$ cat config.mk
export PLATFORM = sky130hd
export DESIGN_NAME = axi4lite_wr_master
export DESIGN_NICKNAME = d
export VERILOG_FILES = /design/src/rtl/axi4lite_wr_master.sv
export SDC_FILE = /design/constraint.sdc
export NUM_CORES = 1
export LEC_CHECK = 0
export ABC_AREA = 1
export ABC_CLOCK_PERIOD_IN_PS = 3400
export CAP_MARGIN = 40
export CORE_MARGIN = 5
export CORE_UTILIZATION = 50
export DETAILED_ROUTE_END_ITERATION = 10
export PLACE_DENSITY = 0.87
export SETUP_SLACK_MARGIN = 0.15
export SLEW_MARGIN = 20
export SYNTH_ARGS = -nofsm -noshare
export SYNTH_HDL_FRONTEND = slang
export SYNTH_SLANG_ARGS = --single-unit
$ cat constraint.sdc
create_clock -name clk -period 3.4 [get_ports clk]
set_clock_uncertainty 0.2 [all_clocks]
set_input_delay 0.68 -clock clk [delete_from_list [all_inputs] [get_ports clk]]
set_output_delay 0.68 -clock clk [all_outputs]
set_load 0.03 [all_outputs]
$ cat src/rtl/axi4lite_wr_master.sv
// AXI4-Lite write-only master: one outstanding write at a time. A command is
// accepted in IDLE, AW and W are issued together with independent handshakes,
// the B response (or a timeout) is handed back on a valid/ready response port.
module axi4lite_wr_master #(
    parameter int unsigned ADDR_WIDTH     = 32,
    parameter int unsigned DATA_WIDTH     = 32,
    parameter int unsigned STRB_WIDTH     = DATA_WIDTH / 8,
    parameter int unsigned TIMEOUT_CYCLES = 256,
    parameter int unsigned CNT_WIDTH      = 16
) (
    input  logic                  clk,
    input  logic                  rst,

    // Command port
    input  logic                  cmd_valid_i,
    output logic                  cmd_ready_o,
    input  logic [ADDR_WIDTH-1:0] cmd_addr_i,
    input  logic [DATA_WIDTH-1:0] cmd_data_i,
    input  logic [STRB_WIDTH-1:0] cmd_strb_i,

    // Response port
    output logic                  rsp_valid_o,
    input  logic                  rsp_ready_i,
    output logic [1:0]            rsp_resp_o,
    output logic                  rsp_timeout_o,

    // Status
    output logic                  busy_o,
    output logic [CNT_WIDTH-1:0]  wr_cnt_o,
    output logic [CNT_WIDTH-1:0]  err_cnt_o,

    // AXI4-Lite write address channel
    output logic [ADDR_WIDTH-1:0] awaddr_o,
    output logic                  awvalid_o,
    input  logic                  awready_i,

    // AXI4-Lite write data channel
    output logic [DATA_WIDTH-1:0] wdata_o,
    output logic [STRB_WIDTH-1:0] wstrb_o,
    output logic                  wvalid_o,
    input  logic                  wready_i,

    // AXI4-Lite write response channel
    input  logic [1:0]            bresp_i,
    input  logic                  bvalid_i,
    output logic                  bready_o
);

    // Timer only ever needs to reach TIMEOUT_CYCLES-1.
    localparam int unsigned TimerWidth = (TIMEOUT_CYCLES > 2) ? $clog2(TIMEOUT_CYCLES) : 1;
    localparam bit          TimeoutEn  = (TIMEOUT_CYCLES != 0);
    localparam logic [TimerWidth-1:0] TimerLast =
        (TIMEOUT_CYCLES == 0) ? '0 : TimerWidth'(TIMEOUT_CYCLES - 1);
    localparam logic [1:0]  RespSlvErr = 2'b10;

    typedef enum logic [1:0] {
        StIdle,
        StAddrData,
        StWaitB,
        StResp
    } state_e;

    state_e                  state_q;
    logic [ADDR_WIDTH-1:0]   awaddr_q;
    logic [DATA_WIDTH-1:0]   wdata_q;
    logic [STRB_WIDTH-1:0]   wstrb_q;
    logic                    awvalid_q;
    logic                    wvalid_q;
    logic                    bready_q;
    logic                    rsp_valid_q;
    logic [1:0]              rsp_resp_q;
    logic                    rsp_timeout_q;
    logic [TimerWidth-1:0]   timer_q;
    logic [CNT_WIDTH-1:0]    wr_cnt_q;
    logic [CNT_WIDTH-1:0]    err_cnt_q;

    logic b_hs;
    logic timeout_hit;
    logic aw_done;
    logic w_done;
    logic enter_resp;
    logic resp_is_err;

    // Handshake and transition conditions shared by the FSM and the counters.
    always_comb begin
        b_hs        = bvalid_i && bready_q;
        // A B handshake on the final cycle takes priority over the timeout.
        timeout_hit = TimeoutEn && !bvalid_i && (timer_q == TimerLast);
        aw_done     = !awvalid_q || awready_i;
        w_done      = !wvalid_q || wready_i;
        enter_resp  = (state_q == StWaitB) && (b_hs || timeout_hit);
        resp_is_err = b_hs ? (bresp_i != 2'b00) : 1'b1;
    end

    // Transaction FSM with registered AXI and response outputs.
    always_ff @(posedge clk or negedge rst) begin
        if (!rst) begin
            state_q       <= StIdle;
            awaddr_q      <= '0;
            wdata_q       <= '0;
            wstrb_q       <= '0;
            awvalid_q     <= 1'b0;
            wvalid_q      <= 1'b0;
            bready_q      <= 1'b0;
            rsp_valid_q   <= 1'b0;
            rsp_resp_q    <= 2'b00;
            rsp_timeout_q <= 1'b0;
            timer_q       <= '0;
        end else begin
            unique case (state_q)
                StIdle: begin
                    if (cmd_valid_i) begin
                        awaddr_q  <= cmd_addr_i;
                        wdata_q   <= cmd_data_i;
                        wstrb_q   <= cmd_strb_i;
                        awvalid_q <= 1'b1;
                        wvalid_q  <= 1'b1;
                        state_q   <= StAddrData;
                    end
                end
                StAddrData: begin
                    if (awready_i) begin
                        awvalid_q <= 1'b0;
                    end
                    if (wready_i) begin
                        wvalid_q <= 1'b0;
                    end
                    if (aw_done && w_done) begin
                        bready_q <= 1'b1;
                        timer_q  <= '0;
                        state_q  <= StWaitB;
                    end
                end
                StWaitB: begin
                    if (b_hs) begin
                        rsp_resp_q    <= bresp_i;
                        rsp_timeout_q <= 1'b0;
                        bready_q      <= 1'b0;
                        rsp_valid_q   <= 1'b1;
                        state_q       <= StResp;
                    end else if (timeout_hit) begin
                        rsp_resp_q    <= RespSlvErr;
                        rsp_timeout_q <= 1'b1;
                        bready_q      <= 1'b0;
                        rsp_valid_q   <= 1'b1;
                        state_q       <= StResp;
                    end else begin
                        timer_q <= timer_q + 1'b1;
                    end
                end
                StResp: begin
                    if (rsp_ready_i) begin
                        rsp_valid_q <= 1'b0;
                        state_q     <= StIdle;
                    end
                end
                default: state_q <= StIdle;
            endcase
        end
    end

    // Saturating completion and error counters, bumped on entry to RESP.
    always_ff @(posedge clk or negedge rst) begin
        if (!rst) begin
            wr_cnt_q  <= '0;
            err_cnt_q <= '0;
        end else if (enter_resp) begin
            if (wr_cnt_q != '1) begin
                wr_cnt_q <= wr_cnt_q + 1'b1;
            end
            if (resp_is_err && (err_cnt_q != '1)) begin
                err_cnt_q <= err_cnt_q + 1'b1;
            end
        end
    end

    assign cmd_ready_o   = (state_q == StIdle);
    assign busy_o        = (state_q != StIdle);
    assign awaddr_o      = awaddr_q;
    assign awvalid_o     = awvalid_q;
    assign wdata_o       = wdata_q;
    assign wstrb_o       = wstrb_q;
    assign wvalid_o      = wvalid_q;
    assign bready_o      = bready_q;
    assign rsp_valid_o   = rsp_valid_q;
    assign rsp_resp_o    = rsp_resp_q;
    assign rsp_timeout_o = rsp_timeout_q;
    assign wr_cnt_o      = wr_cnt_q;
    assign err_cnt_o     = err_cnt_q;

endmodule
==> run metrics, run 1 <==
status finished clean; CTS Buffer Depth 2; commonest non-fill, non-tap cells in the layout nand2_1 (392), clkdlybuf4s50_1 (184), dfrtp_1 (117); HP Class primary input to asynchronous set/reset pin; wire per inst 14.3 um; fin nets 994; Starting DRT DRC Count 443; Place WS 0.827 ns; Final Non-Filler Cells 1,062; commonest non-fill, non-tap cell in the layout nand2_1; GPL Wtd Cong 0.838; synthesized instance count 723; Max Cap Violations 0; Final setup viols 0; Die Wd 116 um; H-tree levels 4; share of the synthesized area in the top cell type 52.2%; Tcrit/Tclk final 83.3%; post-layout util 74.8%; largest net degree at the start of global routing 69; via count 5,246; Tmin final 2.83 ns; Final Hold Vio Count 0; CTS root buf clkbuf_16; Reg clk slew, reported paths 0.06 ns; # DRC 0; DP Wirelength 10,800 um; reg2reg start state_q[0]$_DFFE_PN0P_; DR pass1 iterations 7; Logic pwr share 44.1%; Synth Net Count 808; number of global-route vias before repair 5,113; initial core utilization 51.3%; Worst Path Required 2.52 ns; Mapped Area 0.00561 mm^2; CTS buffer count 17; core area 0.0109 mm^2; Hold-fix buffers, CTS 0; sequential share of the synthesized area 52.2%; wire length on met1 6220 um; Clk Latency, worst-skew pair 0.40 ns; Least-Margin Pin Slew 0.678 ns; Routed WL 15,100 um; number of routed nets with antenna violations 0; post-synth top area cell dfrtp_1; unrepaired setup endpoints after global routing no; Pint 4.27 mW; Die Area 0.0134 mm^2; DP Cell Count 1,030; Yosys Warn Count 0; Reg power frac 30.6%; Die Y 116 um; setup TNS 0 ns; crit path from state_q[0]$_DFFE_PN0P_; CTS tree built; Net Sw Power 2.96 mW; Yosys reg bits 117; Max FO, Critical Path 4; type of origin of the critical path register; grt total ovfl 0; Top Layer Used met4; post-CTS resize count 0; CTS sink cnt 117; vias per cell 4.94; critical path class register to primary output; synthesized area per cell 7.76 um^2; pwr dens 883 mW/mm^2; Peak Freq 353 MHz; CP Capture Type primary output; GRT Total Usage 22.5%; worst vdd ir 0.626 mV; first-pass GRT wire length 24,100 um; Pleak 3.96 nW; Sw Ratio 40.9%; Rows 38; Unique masters post-synth 28; top post-synthesis cells by area dfrtp_1 (52%), nand2_1 (26%), nand3_1 (3.7%); post-route setup slack 0.567 ns; Arrival @ worst endpoint 1.95 ns; DR WL met2 7430 um; Setup Buffers After CTS 0; I/O Pins 186; Slew HR 54.3%; share of cells above drive strength 1 5.97%; Ant. Diodes 0; area delta synth->final 45.8%; antenna violations before repair 0; Clock Power Share 25.2%; port buffer count 185; max-slew violations 0; met3 wire length 1310 um
-- routing by layer --
layer | track usage (%) | vias up
met5 | 0 | -
met4 | 5.18 | 0
met3 | 6.53 | 22
met2 | 38.4 | 196
met1 | 28.5 | 2423
li1 | - | 2605
-- power groups by stage --
stage                     Sequential [mW]  Combinational [mW]  Clock (mW)
after CTS                            2.22                3.22        1.84
after global placement               2.20                3.15           0
final                                2.21                3.19        1.82
after detailed placement             2.22                3.21           0
after global routing                 2.28                3.44        1.91
after floorplan                      3.09               0.963           0
-- critical path, stage by stage, from the launching register on --
cell and delay, ns:
dfrtp_1 0.40, inv_1 0.10, ha_1 0.28, inv_1 0.11, clkdlybuf4s50_1 0.67
-- stage by stage --
| step | total power [mW] | hold slack [ns] | instance area (um^2) |
|---|---|---|---|
| 6_report | 7.23 | 0.104 | 8180 |
| 5_1_grt | 7.64 | 0.148 | 8180 |
| 4_1_cts | 7.28 | 0.123 | 8180 |
| 3_5_place_dp | 5.43 | 0.264 | 7570 |
| 3_3_place_gp | 5.35 | 0.260 | 7570 |
| 2_1_floorplan | 4.05 | 0.184 | 5610 |
-- path summary, 6_finish.rpt --
kind	endpoint	slack [ns]	cells after the start
min in group clk	awaddr_o[20]$_DFFE_PN0P_	0.28	2
min	err_cnt_o[11]$_DFFE_PN0P_	0.10	1
max in group asynchronous	wdata_o[26]$_DFFE_PN0P_	2.11	2
max reg2reg	timer_q[3]$_DFFE_PN0P_	1.05	7
max	busy_o	0.57	4
min reg2reg	awaddr_o[20]$_DFFE_PN0P_	0.28	2
-- kinds of logic (layout without fill, tap and decap cells) --
kind of cell    count (synthesis)  in the layout  share of synthesized area (%)
xor+xnor                       21             21                           3.28
buf+inv                        59            258                           4.55
simple gates                  502            502                           36.5
fa+ha+maj                       8              8                           1.78
compound gates                 16             16                           1.72
flops                         117            117                           52.2
-- cell usage after synthesis (all sizes together) --
cell and count:
o21ai 10, o21bai 1, inv 37, clkinv 1, or2 3, ha 8
xor2 13, nand2 400, nor3 2, xnor2 8, a21oi 4, nor2 45
buf 11, nor3b 1, clkbuf 10, nand4 9, o211ai 1, dfrtp 117
nand3 42
-- registers in the layout, summed over array words and instances (netlist names) --
register and cells:
rsp_resp_o 2, err_cnt_o 16, rsp_timeout_o 1, wstrb_o 4, wvalid_o 1, awvalid_o 1, rsp_valid_o 1, state_q 2
awaddr_o 32, wdata_o 32, bready_o 1, wr_cnt_o 16, timer_q 8
-- layout make-up --
type | instances | area [um^2]
clock buffer | 18 | 429
clock inverter | 14 | 179
fill | 830 | 2760
inverter | 38 | 143
multi-input combinational | 547 | 2430
sequential | 117 | 2930
tap | 140 | 175
timing repair buffer | 188 | 1900
No activity file was read; power rests on OpenSTA's default activity.
==> inputs of run 2 (changes only) <==
--- a/config.mk
+++ b/config.mk
@@ -6,12 +6,12 @@
 export NUM_CORES = 1
 export LEC_CHECK = 0
 export ABC_AREA = 1
-export ABC_CLOCK_PERIOD_IN_PS = 3400
+export ABC_CLOCK_PERIOD_IN_PS = 2950
 export CAP_MARGIN = 40
 export CORE_MARGIN = 5
-export CORE_UTILIZATION = 50
+export CORE_UTILIZATION = 46
 export DETAILED_ROUTE_END_ITERATION = 10
-export PLACE_DENSITY = 0.87
+export PLACE_DENSITY = 0.81
 export SETUP_SLACK_MARGIN = 0.15
 export SLEW_MARGIN = 20
 export SYNTH_ARGS = -nofsm -noshare
==> constraint.sdc (replaced) <==
create_clock -name clk -period 2.95 [get_ports clk]
set_clock_uncertainty 0.2 [all_clocks]
set_input_delay 0.59 -clock clk [delete_from_list [all_inputs] [get_ports clk]]
set_output_delay 0.59 -clock clk [all_outputs]
set_load 0.03 [all_outputs]
==> run 2 against run 1 <==
Net effect:
- worst setup slack worse by 0.074 ns
- register-to-register slack worse by 0.33 ns
- combinational power up 16%
- largest cell class unchanged
- first-iteration DRC count down 4.7%
- via count down 0.93%
- global-route usage down 1.2 points
- core utilization down 5.8 points
- clock power up 21%
- power up 17%
==> run metrics, run 2 (synthesized netlist as in run 1, its figures left out) <==
HP Class register to register; Least-Margin Pin Slew 0.699 ns (+0.0207 ns); critical path class register to primary output; Arrival @ worst endpoint 1.67 ns (-0.28 ns); max-slew violations 0 (unchanged); H-tree levels 4 (unchanged); number of global-route vias before repair 5,092 (-0.41%); grt total ovfl 0 (unchanged); Routed WL 15,200 um (+0.54%); DP Wirelength 10,600 um (-1.2%); CP Capture Type primary output; Clk Latency, worst-skew pair 0.41 ns (about the same); commonest non-fill, non-tap cell in the layout nand2_1; area delta synth->final 47.2%; worst path bufs/invs 1 (-2); Filler Cells Inserted 973 (+17%); Rows 40 (+5.3%); DR pass1 iterations 5 (-2); type of origin of the critical path register; crit path from err_cnt_o[2]$_DFFE_PN0P_; Crit path largest cell delay 0.76 ns (+0.09 ns); reg2reg start state_q[0]$_DFFE_PN0P_; port buffer count 185 (unchanged); CTS Buffer Depth 2 (unchanged); Setup Buffers After CTS 0 (unchanged); commonest non-fill, non-tap cells in the layout nand2_1 (392), clkdlybuf4s50_1 (182), dfrtp_1 (117); post-layout util 69.0% (-5.8 points); Worst Path Required 2.16 ns (-0.36 ns); Peak Freq 407 MHz; setup TNS 0 ns (unchanged); CTS buffer count 17 (unchanged); Ant. Diodes 0 (unchanged); wire per inst 14.2 um (-0.40%); core area 0.0120 mm^2 (+9.4%); GPL Wtd Cong 0.857 (+2.2%); worst vdd ir 0.695 mV (+11%); Tmin final 2.46 ns; unrepaired setup endpoints after global routing no; worst hold slack 0.276 ns (+0.172 ns); antenna violations before repair 0 (unchanged); largest net degree at the start of global routing 73 (+5.8%); Die Y 120 um (+3.9%); via count 5,197 (-0.93%); initial core utilization 46.9% (-4.4 points); fin nets 997 (+0.30%); # DRC 0 (unchanged); Slowest-stage cell, CP clkdlybuf4s50_1; CTS sink cnt 117 (unchanged); Min-Delay Startpoint wstrb_o[0]$_DFFE_PN0P_; vias per cell 4.85 (-1.9%); first-pass GRT wire length 24,500 um (+1.5%); CP Cell Sequence clkdlybuf4s50_1; Reg clk slew, reported paths 0.05 ns (about the same); post-route setup slack 0.493 ns (-0.0739 ns); CTS tree built; Overall Power 8.44 mW (+17%); Die Area 0.0145 mm^2 (+7.9%); CTS root buf clkbuf_16; Place WS 0.482 ns (-0.345 ns); Max FO, Critical Path 8 (+4); Starting DRT DRC Count 422 (-4.7%); pwr dens 1020 mW/mm^2 (+16%); Final setup viols 0 (unchanged); Tcrit/Tclk final 83.3%; number of routed nets with antenna violations 0 (unchanged); Pleak 4.04 nW (+1.9%); status finished clean; Die Wd 120 um (+3.9%); GRT Total Usage 21.3% (-1.2 points); I/O Pins 186 (unchanged); Slew HR 53.4% (-0.90 points); Max Cap Violations 0 (unchanged); family with the most delay on the worst path buffers and inverters; share of cells above drive strength 1 6.05% (+0.089 points); Final Hold Vio Count 0 (unchanged)
-- run 2: cell types whose count changed in the layout (fill, tap and decap cells not counted), moves of 2 or more --
cell | previous run | this run
inv_6 | 2 | 0
clkinvlp_4 | 6 | 1
dlymetal6s2s_1 | 0 | 2
clkinv_2 | 0 | 4
clkdlybuf4s50_1 | 184 | 182
clkbuf_8 | 0 | 4
clkinv_4 | 3 | 0
-- run 2: worst paths after layout --
check / endpoint / slack [ns] / cells after the start
max: err_cnt_o[2] / 0.49 / 1
min: wstrb_o[0]$_DFFE_PN0P_ / 0.28 / 2
max reg2reg: timer_q[0]$_DFFE_PN0P_ / 0.72 / 7
min reg2reg: wstrb_o[0]$_DFFE_PN0P_ / 0.28 / 2
max in group asynchronous: wstrb_o[3]$_DFFE_PN0P_ / 1.69 / 3
min in group asynchronous: err_cnt_o[9]$_DFFE_PN0P_ / 0.50 / 3
-- run 2: cell type report --
class	instances	area, um^2	area share (%)
timing repair buffer	191	1940	23.5
sequential	117	2930	35.5
clock buffer	23	488	5.91
tap	147	184	2.23
multi-input combinational	547	2430	29.4
clock inverter	9	148	1.79
inverter	38	143	1.73
-- run 2: power breakdown --
group | switching [mW] | total, mW | internal (mW)
Clock | 0.700 | 2.20 | 1.50
Sequential | 0.383 | 2.55 | 2.17
Combinational | 2.28 | 3.69 | 1.42
-- run 2: repair_timing --
item,CTS,global route
hold buffers,1,0
setup endpoints to repair,0,2
gates resized for setup,0,2
endpoints found under the hold margin,45,0
-- run 2: per-layer routing --
metal / routed length, um / share of wire, % / track usage, % / vias to the layer above
met1: 6400 / 42 / 25.9 / 2422
met5: 0 / 0 / 0 / -
met3: 1020 / 6.7 / 6.78 / 21
li1: - / - / - / 2602
met4: 250 / 1.6 / 6.87 / 0
met2: 7560 / 50 / 36.0 / 152
-- run 2: metrics by stage --
step	area, um^2	std cells
final	8260	1072
after global routing	8260	1072
after CTS	8250	1072
after detailed placement	7610	1039
after global placement	7610	1039
after floorplan	5610	723
